--- src/rtl/unified_mem_arbiter.sv ---
// Arbitrates a single-ported unified memory between fetch and data requesters.
// Data has priority; a starvation counter forces a fetch grant after MAX_DWAIT data wins.
module unified_mem_arbiter #(
    parameter int ADDR_W    = 32,
    parameter int DATA_W    = 32,
    parameter int MEM_LAT   = 1,
    parameter int MAX_DWAIT = 3
) (
    input  logic              clk,
    input  logic              rst,
    input  logic              if_req,
    input  logic [ADDR_W-1:0] if_addr,
    output logic              if_gnt,
    output logic              if_rvalid,
    output logic [DATA_W-1:0] if_rdata,
    input  logic              dm_req,
    input  logic              dm_we,
    input  logic [ADDR_W-1:0] dm_addr,
    input  logic [DATA_W-1:0] dm_wdata,
    output logic              dm_gnt,
    output logic              dm_rvalid,
    output logic [DATA_W-1:0] dm_rdata,
    output logic              mem_en,
    output logic              mem_we,
    output logic [ADDR_W-1:0] mem_addr,
    output logic [DATA_W-1:0] mem_wdata,
    input  logic [DATA_W-1:0] mem_rdata,
    output logic              stall_if,
    output logic              stall_mem,
    output logic              busy
);

    typedef enum logic {IDLE, BUSY} state_t;
    typedef enum logic {OWN_IF, OWN_DM} owner_t;

    localparam logic [1:0] LAT_RELOAD = 2'(MEM_LAT - 1);
    localparam logic [2:0] DWAIT_MAX  = 3'(MAX_DWAIT);

    state_t     state, state_next;
    owner_t     owner, owner_next;
    logic       is_wr, is_wr_next;
    logic [1:0] lat_cnt, lat_cnt_next;
    logic [2:0] dwait_cnt, dwait_next;
    logic       live, gnt_if, gnt_dm, resp, pending;

    // Outputs are forced quiet while rst is high, so nothing is granted during reset.
    assign live   = !rst && ((state == IDLE) || (lat_cnt == 2'd0));
    assign gnt_dm = live && dm_req && !(if_req && (dwait_cnt == DWAIT_MAX));
    assign gnt_if = live && if_req && !gnt_dm;
    assign resp   = !rst && (state == BUSY) && (lat_cnt == 2'd0);

    always_ff @(posedge clk) begin
        if (rst) begin
            state     <= IDLE;
            owner     <= OWN_IF;
            is_wr     <= 1'b0;
            lat_cnt   <= 2'd0;
            dwait_cnt <= 3'd0;
        end else begin
            state     <= state_next;
            owner     <= owner_next;
            is_wr     <= is_wr_next;
            lat_cnt   <= lat_cnt_next;
            dwait_cnt <= dwait_next;
        end
    end

    always_comb begin
        state_next   = state;
        owner_next   = owner;
        is_wr_next   = is_wr;
        lat_cnt_next = lat_cnt;
        dwait_next   = dwait_cnt;
        if (gnt_if || gnt_dm) begin
            state_next   = BUSY;
            owner_next   = gnt_dm ? OWN_DM : OWN_IF;
            is_wr_next   = gnt_dm && dm_we;
            lat_cnt_next = LAT_RELOAD;
        end else if (state == BUSY) begin
            if (lat_cnt == 2'd0) begin
                state_next = IDLE;
            end else begin
                lat_cnt_next = lat_cnt - 2'd1;
            end
        end
        if (!if_req || gnt_if) begin
            dwait_next = 3'd0;
        end else if (gnt_dm && (dwait_cnt != DWAIT_MAX)) begin
            dwait_next = dwait_cnt + 3'd1;
        end
    end

    always_comb begin
        if_gnt    = gnt_if;
        dm_gnt    = gnt_dm;
        mem_en    = gnt_if || gnt_dm;
        mem_we    = gnt_dm && dm_we;
        mem_addr  = gnt_dm ? dm_addr : (gnt_if ? if_addr : '0);
        mem_wdata = (gnt_dm && dm_we) ? dm_wdata : '0;
        if_rvalid = resp && (owner == OWN_IF);
        dm_rvalid = resp && (owner == OWN_DM);
        if_rdata  = if_rvalid ? mem_rdata : '0;
        dm_rdata  = (dm_rvalid && !is_wr) ? mem_rdata : '0;
        // A write stops stalling the memory stage right after its grant.
        pending   = !rst && (state == BUSY) && (lat_cnt != 2'd0);
        stall_if  = (!rst && if_req && !gnt_if) || (pending && (owner == OWN_IF));
        stall_mem = (!rst && dm_req && !gnt_dm) || (pending && (owner == OWN_DM) && !is_wr);
        busy      = !rst && (state == BUSY);
    end

endmodule

--- config.mk ---
export PLATFORM = sky130hd
export DESIGN_NAME = unified_mem_arbiter
export DESIGN_NICKNAME = d
export VERILOG_FILES = /design/src/rtl/unified_mem_arbiter.sv
export SDC_FILE = /design/constraint.sdc
export NUM_CORES = 1
export LEC_CHECK = 0
export ABC_AREA = 0
export BUFFER_PORTS_ARGS = -buffer_cell sky130_fd_sc_hd__buf_2
export CAP_MARGIN = 20
export CORE_AREA = 5 5 100 102
export CTS_CLUSTER_SIZE = 25
export DETAILED_ROUTE_END_ITERATION = 8
export DIE_AREA = 0 0 105 107
export HOLD_SLACK_MARGIN = 0.06
export PLACE_DENSITY_LB_ADDON = 0.08
export SETUP_SLACK_MARGIN = 0.4
export SYNTH_ARGS = -nofsm -noshare
export SYNTH_HDL_FRONTEND = slang
export SYNTH_SLANG_ARGS = --single-unit
--- constraint.sdc ---
create_clock -name clk -period 5.28 [get_ports clk]
set_input_delay 1.056 -clock clk [delete_from_list [all_inputs] [get_ports clk]]
set_output_delay 1.056 -clock clk [all_outputs]
set_load 0.05 [all_outputs]
==> metrics.cfg <==
[status]
status=complete, no violations

[clocking]
clockBufferDepth=2
cts_made_buffers=3
clk_pin_slew_ps=40
postCtsResizedCells=0
root_buffer=clkbuf_8
cts_sinks=8
clk_latency_ps=230
cts_max_level=1
holdBufCountCts=0
cts_tree=done
cts_setup_buffers=0

[synthesis]
netlist_instances=208
synth_most_common_cell=and2_1
yosysTopAreaCell=and2_1
synth_flop_cell=dfxtp_1
syn_nets=344
yosys-top-cells-count=and2_1, and3_1, a22o_1
postSynthAreaPerCell_um2=7.47
yosysWarningCount=0
synth_edf_count=0
synth.area.top_cells=and2_1, a22o_1, and3_1
ys_seq_area_share_pct=10.3
synth_area_um2=1550
synth-seq-cells=8
synth_top_area_share_pct=26.2
synth-async-reset-ratio_pct=0
synth_cell_types=30

[hold_path]
min_path_type=reg2reg
holdPathStages=2
hold_end=dwait_cnt[2]
hp-start=dwait_cnt[2]

[layout]
fin_cells=573
area_delta_synth_final_pct=89.8
nets=600
layout-drive-gt1-share_pct=62.1
finish.utilization_pct=32.7
antennaDiodeCount=0

[global_routing]
track_usage_pct=13.6
grt_pass1_wl_mm=12.8
grt_pass1_vias=2505
grt_overflow=0
antenna_found_initial=0
grt_max_degree=71

[critical_path]
r2r_start=dwait_cnt[0]
worst_ep_arrival_time_ps=2550
reg2reg_depth=5
critical_path_class=in2out
r2r-end=is_wr
end_kind=output pin
cp.required_ps=4220
crit_fanout=70
rrSetupSlack_ps=3530
critPathLaunchType=input pin

[timing]
setup-tns-final_ps=0
max_slew_margin_pct=54.2
worst_pin_slew_ps=688
post-route-period-util_pct=68.3
drv_slew=0
final.setup.worst_slack_ps=1680
fmax_mhz=277
period_needed_ps=3600
grt_setup_unrepaired=false
setup_violations=0
finalHoldViolCount=0
fin_worst_skew_ps=1.50

[place]
dpl.hpwl_mm=7.29
gp_congestion=0.761
port_buffers=269
dpl.cell_count=570
preCtsSetupSlack_ps=1690

[die]
die_y_um=107
die_x_um=105
placementRows=35
start_util_pct=17.2
die_area_um2=11200
io_pins=270
core_um2=9020

[drt]
vias=2462
route.detailed.drc=0
drt_iter0_drc=159
post_drt_wl_per_cell_um=14.7
ant_nets=0
totalWireLength_mm=8.43
via_per_inst=4.30
drt-pass1-iter-count=4

[run]
cap_violations=0

[power_and_ir_drop]
powerDensity_nw_per_um2=141
worst_ir_drop_vdd_mv=0.0423
p_leak_nw=1.97
total_power_mw=0.416

## power by group
part,leakage [nW],internal (mW),switching [mW]
Clock,0.0216,0.0494,0.0243
Sequential,0.0654,0.0626,0.00210
Combinational,1.88,0.0858,0.191
## worst max-delay path: stages
cell,delay [ps]
buf_2,150
inv_1,100
and4_4,660
and3_1,250
buf_2,270
## sequential cells by signal, indices dropped and copies added, names as in the netlist
name and cells:
state 1, lat_cnt 2, dwait_cnt 3, is_wr 1, owner 1
## worst max path at each step
stage / from / endpoint / slack (ps) / cells past startpoint
final: rst / mem_wdata[21] / 1680 / 5
after global routing: rst / mem_wdata[21] / 1530 / 5
after CTS: rst / mem_wdata[21] / 1690 / 5
after detailed placement: rst / mem_wdata[21] / 1690 / 5
after global placement: rst / mem_addr[27] / 1730 / 5
after floorplan: rst / if_rdata[22] / 1930 / 4
## metrics by stage
stage	hold slack [ps]	area [um^2]
final	450	2950
after global routing	479	2950
after CTS	450	2950
after detailed placement	444	2910
after global placement	442	2910
after floorplan	432	1550
## placed cells by master (no fill, tap or decap), drive strengths merged
master,count
buf,272
and2,65
and3,32
a22o,32
dfxtp,8
nand2,7
a21oi,7
nand2b,6
inv,5
o21ai,3
nand3,3
or3,3
ha,3
clkbuf,3
nor2b,2
nor2,2
nor3,2
and4,1
and2b,1
o21bai,1
nor3b,1
a31o,1
a32o,1
a211oi,1
## layout make-up
class / instances / area, um^2
fill: 1000 / 6070
timing repair buffer: 272 / 1370
multi-input combinational: 174 / 1220
sequential: 8 / 160
tap: 111 / 139
clock buffer: 3 / 41.3
inverter: 5 / 18.8
## per-layer routing
| layer | vias up | wire (um) | global-route usage, % | part of all wire, % |
|---|---|---|---|---|
| met2 | 156 | 4440 | 26.1 | 53 |
| met1 | 1059 | 2780 | 13.5 | 33 |
| met5 | - | 0 | 0 | 0 |
| met4 | 0 | 107 | 2.92 | 1.3 |
| li1 | 1238 | - | - | - |
| met3 | 9 | 1100 | 5.66 | 13 |
## cell families after synthesis
family	after synthesis	synth area share (%)
fa+ha+maj	3	2.42
flops	8	10.3
buf+inv	26	11.1
compound gates	46	24.9
simple gates	125	51.3
(Power assumes the default switching activity.)
